File: config.mk
export PLATFORM = sky130hd
export DESIGN_NAME = decode_stage
export DESIGN_NICKNAME = d
export VERILOG_FILES = /design/src/rtl/decode_stage.sv
export SDC_FILE = /design/constraint.sdc
export NUM_CORES = 1
export LEC_CHECK = 0
export ABC_AREA = 1
export ABC_CLOCK_PERIOD_IN_PS = 1800
export CORE_AREA = 3 3 149 79
export DETAILED_ROUTE_END_ITERATION = 8
export DIE_AREA = 0 0 152 82
export PLACE_DENSITY = 0.83
export REMOVE_ABC_BUFFERS = 1
export SLEW_MARGIN = 10
export SYNTH_ARGS = -nofsm -noshare
export SYNTH_HDL_FRONTEND = slang
export SYNTH_SLANG_ARGS = --single-unit
File: constraint.sdc
create_clock -name clk -period 1.8 [get_ports clk]
set_clock_uncertainty 0.1 [all_clocks]
set_input_delay 0.18 -clock clk [delete_from_list [all_inputs] [get_ports clk]]
set_output_delay 0.18 -clock clk [all_outputs]
set_load 0.05 [all_outputs]
File: src/rtl/decode_stage.sv
// decode_stage: registered RV32IM instruction decode with valid/ready handshake, flush and a
// trap-hold FSM (EMPTY/FULL/TRAP). Optional M-extension decode is enabled by defining
// DECODE_RVM_EN; without it any OP funct7 other than 0000000/0100000 decodes as illegal.
`ifndef MXLEN
`define MXLEN 32
`endif

module decode_stage #(
    parameter int unsigned XLEN      = `MXLEN,
    parameter int unsigned TRAP_HOLD = 1
) (
    input  logic            clk,
    input  logic            rst_n,
    input  logic            in_valid,
    output logic            in_ready,
    input  logic [31:0]     instr,
    input  logic [XLEN-1:0] pc_in,
    input  logic            flush,
    output logic            out_valid,
    input  logic            out_ready,
    output logic [XLEN-1:0] pc_out,
    output logic [4:0]      rd,
    output logic [4:0]      rs1,
    output logic [4:0]      rs2,
    output logic [4:0]      alu_ops,
    output logic            src_imm,
    output logic            branch,
    output logic            jump,
    output logic            jalr,
    output logic            lui,
    output logic            auipc,
    output logic [2:0]      pcunit_ops,
    output logic [2:0]      load_ops,
    output logic [2:0]      store_ops,
    output logic [XLEN-1:0] imm_extended,
    output logic            load,
    output logic            store,
    output logic            reg_write,
    output logic            mret,
    output logic            csr_read,
    output logic            csr_write,
    output logic            illegal_i,
    output logic            ecall_m
);

    localparam logic [4:0] ALU_ADD    = 5'd1;
    localparam logic [4:0] ALU_SUB    = 5'd2;
    localparam logic [4:0] ALU_SUB_S  = 5'd3;
    localparam logic [4:0] ALU_AND    = 5'd4;
    localparam logic [4:0] ALU_OR     = 5'd5;
    localparam logic [4:0] ALU_XOR    = 5'd6;
    localparam logic [4:0] ALU_SLL    = 5'd7;
    localparam logic [4:0] ALU_SRL    = 5'd8;
    localparam logic [4:0] ALU_SRA    = 5'd9;
    localparam logic [4:0] ALU_SLT    = 5'd10;
    localparam logic [4:0] ALU_SLTU   = 5'd11;
    localparam logic [4:0] ALU_CSRRW  = 5'd12;
`ifdef DECODE_RVM_EN
    localparam logic [4:0] ALU_MUL    = 5'd13;
    localparam logic [4:0] ALU_MULH   = 5'd14;
    localparam logic [4:0] ALU_MULHSU = 5'd15;
    localparam logic [4:0] ALU_MULHU  = 5'd16;
    localparam logic [4:0] ALU_DIV    = 5'd17;
    localparam logic [4:0] ALU_DIVU   = 5'd18;
    localparam logic [4:0] ALU_REM    = 5'd19;
    localparam logic [4:0] ALU_REMU   = 5'd20;
    localparam logic [6:0] F7_MULDIV  = 7'b0000001;
`endif

    localparam logic [6:0] OPC_LUI    = 7'b0110111;
    localparam logic [6:0] OPC_AUIPC  = 7'b0010111;
    localparam logic [6:0] OPC_JAL    = 7'b1101111;
    localparam logic [6:0] OPC_JALR   = 7'b1100111;
    localparam logic [6:0] OPC_BRANCH = 7'b1100011;
    localparam logic [6:0] OPC_LOAD   = 7'b0000011;
    localparam logic [6:0] OPC_STORE  = 7'b0100011;
    localparam logic [6:0] OPC_OP_IMM = 7'b0010011;
    localparam logic [6:0] OPC_OP     = 7'b0110011;
    localparam logic [6:0] OPC_FENCE  = 7'b0001111;
    localparam logic [6:0] OPC_SYSTEM = 7'b1110011;
    localparam logic [6:0] F7_BASE    = 7'b0000000;
    localparam logic [6:0] F7_ALT     = 7'b0100000;
    localparam logic [31:0] INSN_ECALL = 32'h0000_0073;
    localparam logic [31:0] INSN_MRET  = 32'h3020_0073;

    typedef struct packed {
        logic [XLEN-1:0] pc;
        logic [4:0]      rd;
        logic [4:0]      rs1;
        logic [4:0]      rs2;
        logic [4:0]      alu_ops;
        logic            src_imm;
        logic            branch;
        logic            jump;
        logic            jalr;
        logic            lui;
        logic            auipc;
        logic [2:0]      pcunit_ops;
        logic [2:0]      load_ops;
        logic [2:0]      store_ops;
        logic [XLEN-1:0] imm;
        logic            load;
        logic            store;
        logic            reg_write;
        logic            mret;
        logic            csr_read;
        logic            csr_write;
        logic            illegal;
        logic            ecall;
    } bundle_t;

    typedef enum logic [1:0] {StEmpty, StFull, StTrap} state_e;

    state_e  state_q, state_d;
    logic    valid_q, valid_d;
    bundle_t bundle_q, bundle_d;
    bundle_t dec;
    logic    ill;
    logic    accept;
    logic [31:0] imm32;
    logic [4:0]  base_alu;

    logic [2:0]  funct3;
    logic [6:0]  funct7;
    logic [31:0] imm_i, imm_s, imm_b, imm_u, imm_j;

    assign funct3 = instr[14:12];
    assign funct7 = instr[31:25];
    assign imm_i  = {{20{instr[31]}}, instr[31:20]};
    assign imm_s  = {{20{instr[31]}}, instr[31:25], instr[11:7]};
    assign imm_b  = {{19{instr[31]}}, instr[31], instr[7], instr[30:25], instr[11:8], 1'b0};
    assign imm_u  = {instr[31:12], 12'b0};
    assign imm_j  = {{11{instr[31]}}, instr[31], instr[19:12], instr[20], instr[30:21], 1'b0};

    // Base-ISA ALU code shared by OP-IMM and OP (funct7 = 0000000 forms).
    always_comb begin
        base_alu = ALU_ADD;
        case (funct3)
            3'd0:    base_alu = ALU_ADD;
            3'd1:    base_alu = ALU_SLL;
            3'd2:    base_alu = ALU_SLT;
            3'd3:    base_alu = ALU_SLTU;
            3'd4:    base_alu = ALU_XOR;
            3'd5:    base_alu = ALU_SRL;
            3'd6:    base_alu = ALU_OR;
            default: base_alu = ALU_AND;
        endcase
    end

    // Combinational decode of the incoming instruction into a bundle.
    always_comb begin
        dec            = '0;
        ill            = 1'b0;
        imm32          = '0;
        dec.pc         = pc_in;
        dec.rd         = instr[11:7];
        dec.rs1        = instr[19:15];
        dec.rs2        = instr[24:20];
        dec.pcunit_ops = funct3;
        dec.load_ops   = funct3;
        dec.store_ops  = funct3;
        dec.alu_ops    = ALU_ADD;
        case (instr[6:0])
            OPC_LUI:    begin dec.lui = 1'b1; dec.src_imm = 1'b1; dec.reg_write = 1'b1; imm32 = imm_u; end
            OPC_AUIPC:  begin dec.auipc = 1'b1; dec.src_imm = 1'b1; dec.reg_write = 1'b1; imm32 = imm_u; end
            OPC_JAL:    begin dec.jump = 1'b1; dec.reg_write = 1'b1; imm32 = imm_j; end
            OPC_JALR: begin
                dec.jump = 1'b1; dec.jalr = 1'b1; dec.src_imm = 1'b1; dec.reg_write = 1'b1;
                imm32 = imm_i;
                ill   = (funct3 != 3'd0);
            end
            OPC_BRANCH: begin
                dec.branch  = 1'b1;
                imm32       = imm_b;
                dec.alu_ops = (funct3[2:1] == 2'b11) ? ALU_SUB : ALU_SUB_S;
                ill         = (funct3[2:1] == 2'b01);
            end
            OPC_LOAD: begin
                dec.load = 1'b1; dec.src_imm = 1'b1; dec.reg_write = 1'b1;
                imm32 = imm_i;
                ill   = (funct3 == 3'd3) || (funct3[2:1] == 2'b11);
            end
            OPC_STORE: begin
                dec.store = 1'b1; dec.src_imm = 1'b1;
                imm32 = imm_s;
                ill   = (funct3 > 3'd2);
            end
            OPC_OP_IMM: begin
                dec.src_imm = 1'b1; dec.reg_write = 1'b1;
                imm32       = imm_i;
                dec.alu_ops = base_alu;
                if (funct3 == 3'd1) begin
                    ill = (funct7 != F7_BASE);
                end else if (funct3 == 3'd5) begin
                    if (funct7 == F7_ALT) dec.alu_ops = ALU_SRA;
                    else ill = (funct7 != F7_BASE);
                end
            end
            OPC_OP: begin
                dec.reg_write = 1'b1;
                if (funct7 == F7_BASE) dec.alu_ops = base_alu;
                else if (funct7 == F7_ALT && funct3 == 3'd0) dec.alu_ops = ALU_SUB;
                else if (funct7 == F7_ALT && funct3 == 3'd5) dec.alu_ops = ALU_SRA;
`ifdef DECODE_RVM_EN
                else if (funct7 == F7_MULDIV) begin
                    case (funct3)
                        3'd0:    dec.alu_ops = ALU_MUL;
                        3'd1:    dec.alu_ops = ALU_MULH;
                        3'd2:    dec.alu_ops = ALU_MULHSU;
                        3'd3:    dec.alu_ops = ALU_MULHU;
                        3'd4:    dec.alu_ops = ALU_DIV;
                        3'd5:    dec.alu_ops = ALU_DIVU;
                        3'd6:    dec.alu_ops = ALU_REM;
                        default: dec.alu_ops = ALU_REMU;
                    endcase
                end
`endif
                else ill = 1'b1;
            end
            OPC_FENCE: ;  // no architectural effect in this pipeline
            OPC_SYSTEM: begin
                if (funct3 == 3'd0) begin
                    if (instr == INSN_ECALL) dec.ecall = 1'b1;
                    else if (instr == INSN_MRET) dec.mret = 1'b1;
                    else ill = 1'b1;
                end else if (funct3 == 3'd4) begin
                    ill = 1'b1;
                end else begin
                    dec.csr_read  = 1'b1;
                    dec.reg_write = (instr[11:7] != 5'd0);
                    dec.csr_write = (instr[19:15] != 5'd0);
                    dec.alu_ops   = (funct3[1:0] == 2'b01) ? ALU_CSRRW : ALU_AND;
                    dec.src_imm   = funct3[2];
                    if (funct3[2]) imm32 = {27'b0, instr[19:15]};
                end
            end
            default: ill = 1'b1;
        endcase
        // Illegal bundles carry no side effects downstream.
        if (ill) begin
            dec.src_imm   = 1'b0;
            dec.branch    = 1'b0;
            dec.jump      = 1'b0;
            dec.jalr      = 1'b0;
            dec.lui       = 1'b0;
            dec.auipc     = 1'b0;
            dec.load      = 1'b0;
            dec.store     = 1'b0;
            dec.reg_write = 1'b0;
            dec.mret      = 1'b0;
            dec.csr_read  = 1'b0;
            dec.csr_write = 1'b0;
            dec.ecall     = 1'b0;
            dec.alu_ops   = ALU_CSRRW;
            dec.illegal   = 1'b1;
        end
        dec.imm = XLEN'($signed(imm32));
    end

    assign in_ready = rst_n && (state_q != StTrap) && (!valid_q || out_ready);
    assign accept   = in_valid && in_ready && !flush;

    // Next-state logic: flush beats accept, accept beats drain.
    always_comb begin
        state_d  = state_q;
        valid_d  = valid_q;
        bundle_d = bundle_q;
        if (flush) begin
            state_d = StEmpty;
            valid_d = 1'b0;
        end else if (accept) begin
            bundle_d = dec;
            valid_d  = 1'b1;
            state_d  = ((TRAP_HOLD != 0) && (dec.illegal || dec.ecall)) ? StTrap : StFull;
        end else if (out_ready) begin
            valid_d = 1'b0;
            if (state_q == StFull) state_d = StEmpty;
        end
    end

    // State and bundle registers with synchronous active-low reset.
    always_ff @(posedge clk) begin
        if (!rst_n) begin
            state_q  <= StEmpty;
            valid_q  <= 1'b0;
            bundle_q <= '0;
        end else begin
            state_q  <= state_d;
            valid_q  <= valid_d;
            bundle_q <= bundle_d;
        end
    end

    assign out_valid    = valid_q;
    assign pc_out       = bundle_q.pc;
    assign rd           = bundle_q.rd;
    assign rs1          = bundle_q.rs1;
    assign rs2          = bundle_q.rs2;
    assign alu_ops      = bundle_q.alu_ops;
    assign src_imm      = bundle_q.src_imm;
    assign branch       = bundle_q.branch;
    assign jump         = bundle_q.jump;
    assign jalr         = bundle_q.jalr;
    assign lui          = bundle_q.lui;
    assign auipc        = bundle_q.auipc;
    assign pcunit_ops   = bundle_q.pcunit_ops;
    assign load_ops     = bundle_q.load_ops;
    assign store_ops    = bundle_q.store_ops;
    assign imm_extended = bundle_q.imm;
    assign load         = bundle_q.load;
    assign store        = bundle_q.store;
    assign reg_write    = bundle_q.reg_write;
    assign mret         = bundle_q.mret;
    assign csr_read     = bundle_q.csr_read;
    assign csr_write    = bundle_q.csr_write;
    assign illegal_i    = bundle_q.illegal;
    assign ecall_m      = bundle_q.ecall;

endmodule

==> metrics.yaml <==
global_routing:
  grt_overflow: 0
  antenna_found_initial: 0
  grt_pass1_wl_um: 26000
  grt_use_total_pct: 25.9
  use_met2_pct: 36.7
  grt_pass1_vias: 4974
  grt_max_degree: 54
  met1_usage_pct: 37.5
  grt.busiest_layer: "met1"
  grtUsageMet3_pct: 9.89
cts:
  htreeDepth: 3
  clk_pin_slew_ns: 0.07
  cts_root_buffer: "clkbuf_16"
  clock-sinks: 103
  clock_path_buffers: 2
  cts_made_buffers: 9
  cts_tree: "yes"
  hold_buffers: 0
  clock_latency_ns: 0.34
sta:
  fin_crit_sh_pct: 98.4
  hold_slack_ns: 0.109
  relSlewSlack_pct: 64.3
  min_period_ns: 1.77
  hold_viol_final: 0
  worstMarginPinSlew_ns: 0.534
  setup_viol: 0
  fmax_mhz: 565
  slew_viol_final: 0
place:
  numPlacedInstances: 1058
  numPortBuffers: 176
  dp_hpwl_um: 12300
  place_congestion: 0.985
floorplanning:
  rows: 27
  die_w_um: 152
  fp.coreArea_mm2: 0.0107
  ioPinCount: 178
  start_util_pct: 43.1
  fp.dieArea_mm2: 0.0125
  dieHeight_um: 82
finish:
  multiInputGateArea_mm2: 0.00236
  drive_gt1_share_pct: 29.1
  antennaDiodeCount: 0
  final_nets: 1009
  finalNonFillerCells: 1090
  regArea_mm2: 0.00206
  utilization_pct: 74.5
  syn_to_final_growth_pct: 72.8
  n_fill_cell: 805
pwr:
  clock_power_share_pct: 38.8
  p_seq_share_pct: 41.9
  p_int_uw: 4100
  p_leak_uw: 0.00427
  p_sw_share_pct: 27.9
  power_density_mw_per_mm2: 715
  combPwrFrac_pct: 19.3
  max-vdd-ir-drop_mv: 0.537
  power_switching_uw: 1580
drt:
  vias_per_cell: 5.18
  wl_per_cell_um: 16.4
  drc_errors: 0
  first_iter_violations: 701
  detail-route-antenna-nets: 0
  wl_um: 17800
  dr.pass1.iters: 5
  dr_total_vias: 5650
setup_path:
  path_class: "flop to primary output"
  path_cells: "clkdlybuf4s50_1"
  crit_fanout: 2
  cp_slowest_cell: "clkdlybuf4s50_1"
  crit_path_max_incr_delay_ns: 0.81
  cp-end-kind: "primary output"
  crit_family: "buffers and inverters"
  cp_num_buf_inv: 1
  arrival_ns: 1.49
  critPathLaunchType: "flop"
  cp.required_ns: 1.52
synthesis:
  yosysSeqAreaShare_pct: 44.8
  ys.flop_type: "dfxtp_1"
  synth_warnings: 0
  async_flop_share_pct: 0
  ys_ff_latch: 103
  yosys.area.top_type: "dfxtp_1"
  synth_common_cells: "nand2_1 (158), nor2_1 (108), dfxtp_1 (103)"
  synth_area_leaders: "dfxtp_1 (45%), nand2_1 (13%), nor2_1 (8.8%)"
  synth_cell_types: 34
  yosysMostFrequentCell: "nand2_1"
  synthCells: 670
  syn_area_per_cell_um2: 6.87
  synth_top_area_share_pct: 44.8
  synth_edf_count: 0
  netlist_area_mm2: 0.00460
status:
  outcome: "finished clean"
flow_run:
  cap_viol_max_count: 0
worst_hold_path:
  min-delay-path-class: "primary input to flop"
final timing paths:
check / start / cells past startpoint / slack (ns) / end
worst max-delay path: rs1[0]$_SDFFE_PN0P_ / 1 / 0.03 / rs1[0]
worst min-delay path: instr[10] / 4 / 0.11 / rd[3]$_SDFFE_PN0P_
worst min register to register: lui$_SDFFE_PN0P_ / 2 / 0.37 / lui$_SDFFE_PN0P_
worst max register to register: state_q[1]$_SDFFE_PP0P_ / 9 / 0.12 / alu_ops[3]$_SDFFE_PN0P_
power by group through the flow:
stage	combinational, uW	sequential [uW]	clock (uW)
2_1_floorplan	216	2690	0
3_3_place_gp	1020	2430	0
3_5_place_dp	1030	2430	0
4_1_cts	1050	2380	2230
5_1_grt	1160	2390	2320
6_report	1100	2380	2210
layout by cell type (no fill, tap or decap), types with 17 or more instances in the layout:
| master | n |
|---|---|
| a21oi_1 | 66 |
| o21ai_0 | 64 |
| inv_1 | 24 |
| nor2_1 | 90 |
| clkdlybuf4s50_1 | 56 |
| nand2_1 | 142 |
| dfxtp_1 | 102 |
| inv_2 | 17 |
| buf_4 | 164 |
| dlymetal6s2s_1 | 58 |
| nand3_1 | 32 |
layout make-up:
cell class	count	share of cell area, %
Tap cell	145	2.28
Clock buffer	11	3.18
Multi-Input combinational cell	482	29.6
Inverter	43	2.06
Sequential cell	103	25.9
Clock inverter	5	1.12
Timing Repair Buffer	301	35.8
routing by layer:
layer  wire (um)  vias up
li1            -     2716
met1        8230     2575
met2        7280      333
met3        2090       26
met4         229        0
met5           0        -
registers in the layout, summed over array words and instances (netlist names):
name and count:
jump 1, lui 1, jalr 1, mret 1
csr_write 1, branch 1, load 1, reg_write 1
auipc 1, store_ops 3, state_q 2, out_valid 1
rd 5, store 1, pc_out 32, alu_ops 4
rs1 5, csr_read 1, imm_extended 32, illegal_i 1
src_imm 1, rs2 5, ecall_m 1
kinds of logic after synthesis:
group / after synthesis / synth area share, %
and+or+nand+nor: 331 / 29.9
buffers and inverters: 85 / 8.04
other: 1 / 0.0814
AOI/OAI and AO/OA: 150 / 17.1
DFF: 103 / 44.8
repair_timing:
item / CTS / global route
hold endpoints to repair: 0 / 0
gates resized for setup: 25 / 115
cloned: 0 / 2
setup endpoints to repair: 20 / 120
setup buffers: 10 / 4
pin swaps: 6 / 28
stage by stage:
| stage | setup TNS, ns | setup WS (ns) | instance area, um2 | power [uW] |
|---|---|---|---|---|
| 2_1_floorplan | -291.54 | -3.28 | 4400 | 2910 |
| 5_1_grt | -0.155 | -0.0348 | 7960 | 5870 |
| 3_5_place_dp | -22.75 | -0.615 | 7090 | 3460 |
| 4_1_cts | 0 | 0.00445 | 7570 | 5660 |
| 6_report | 0 | 0.0289 | 7960 | 5690 |
| 3_3_place_gp | -19.22 | -0.466 | 7090 | 3450 |
Power figures use the tool's default switching activity.
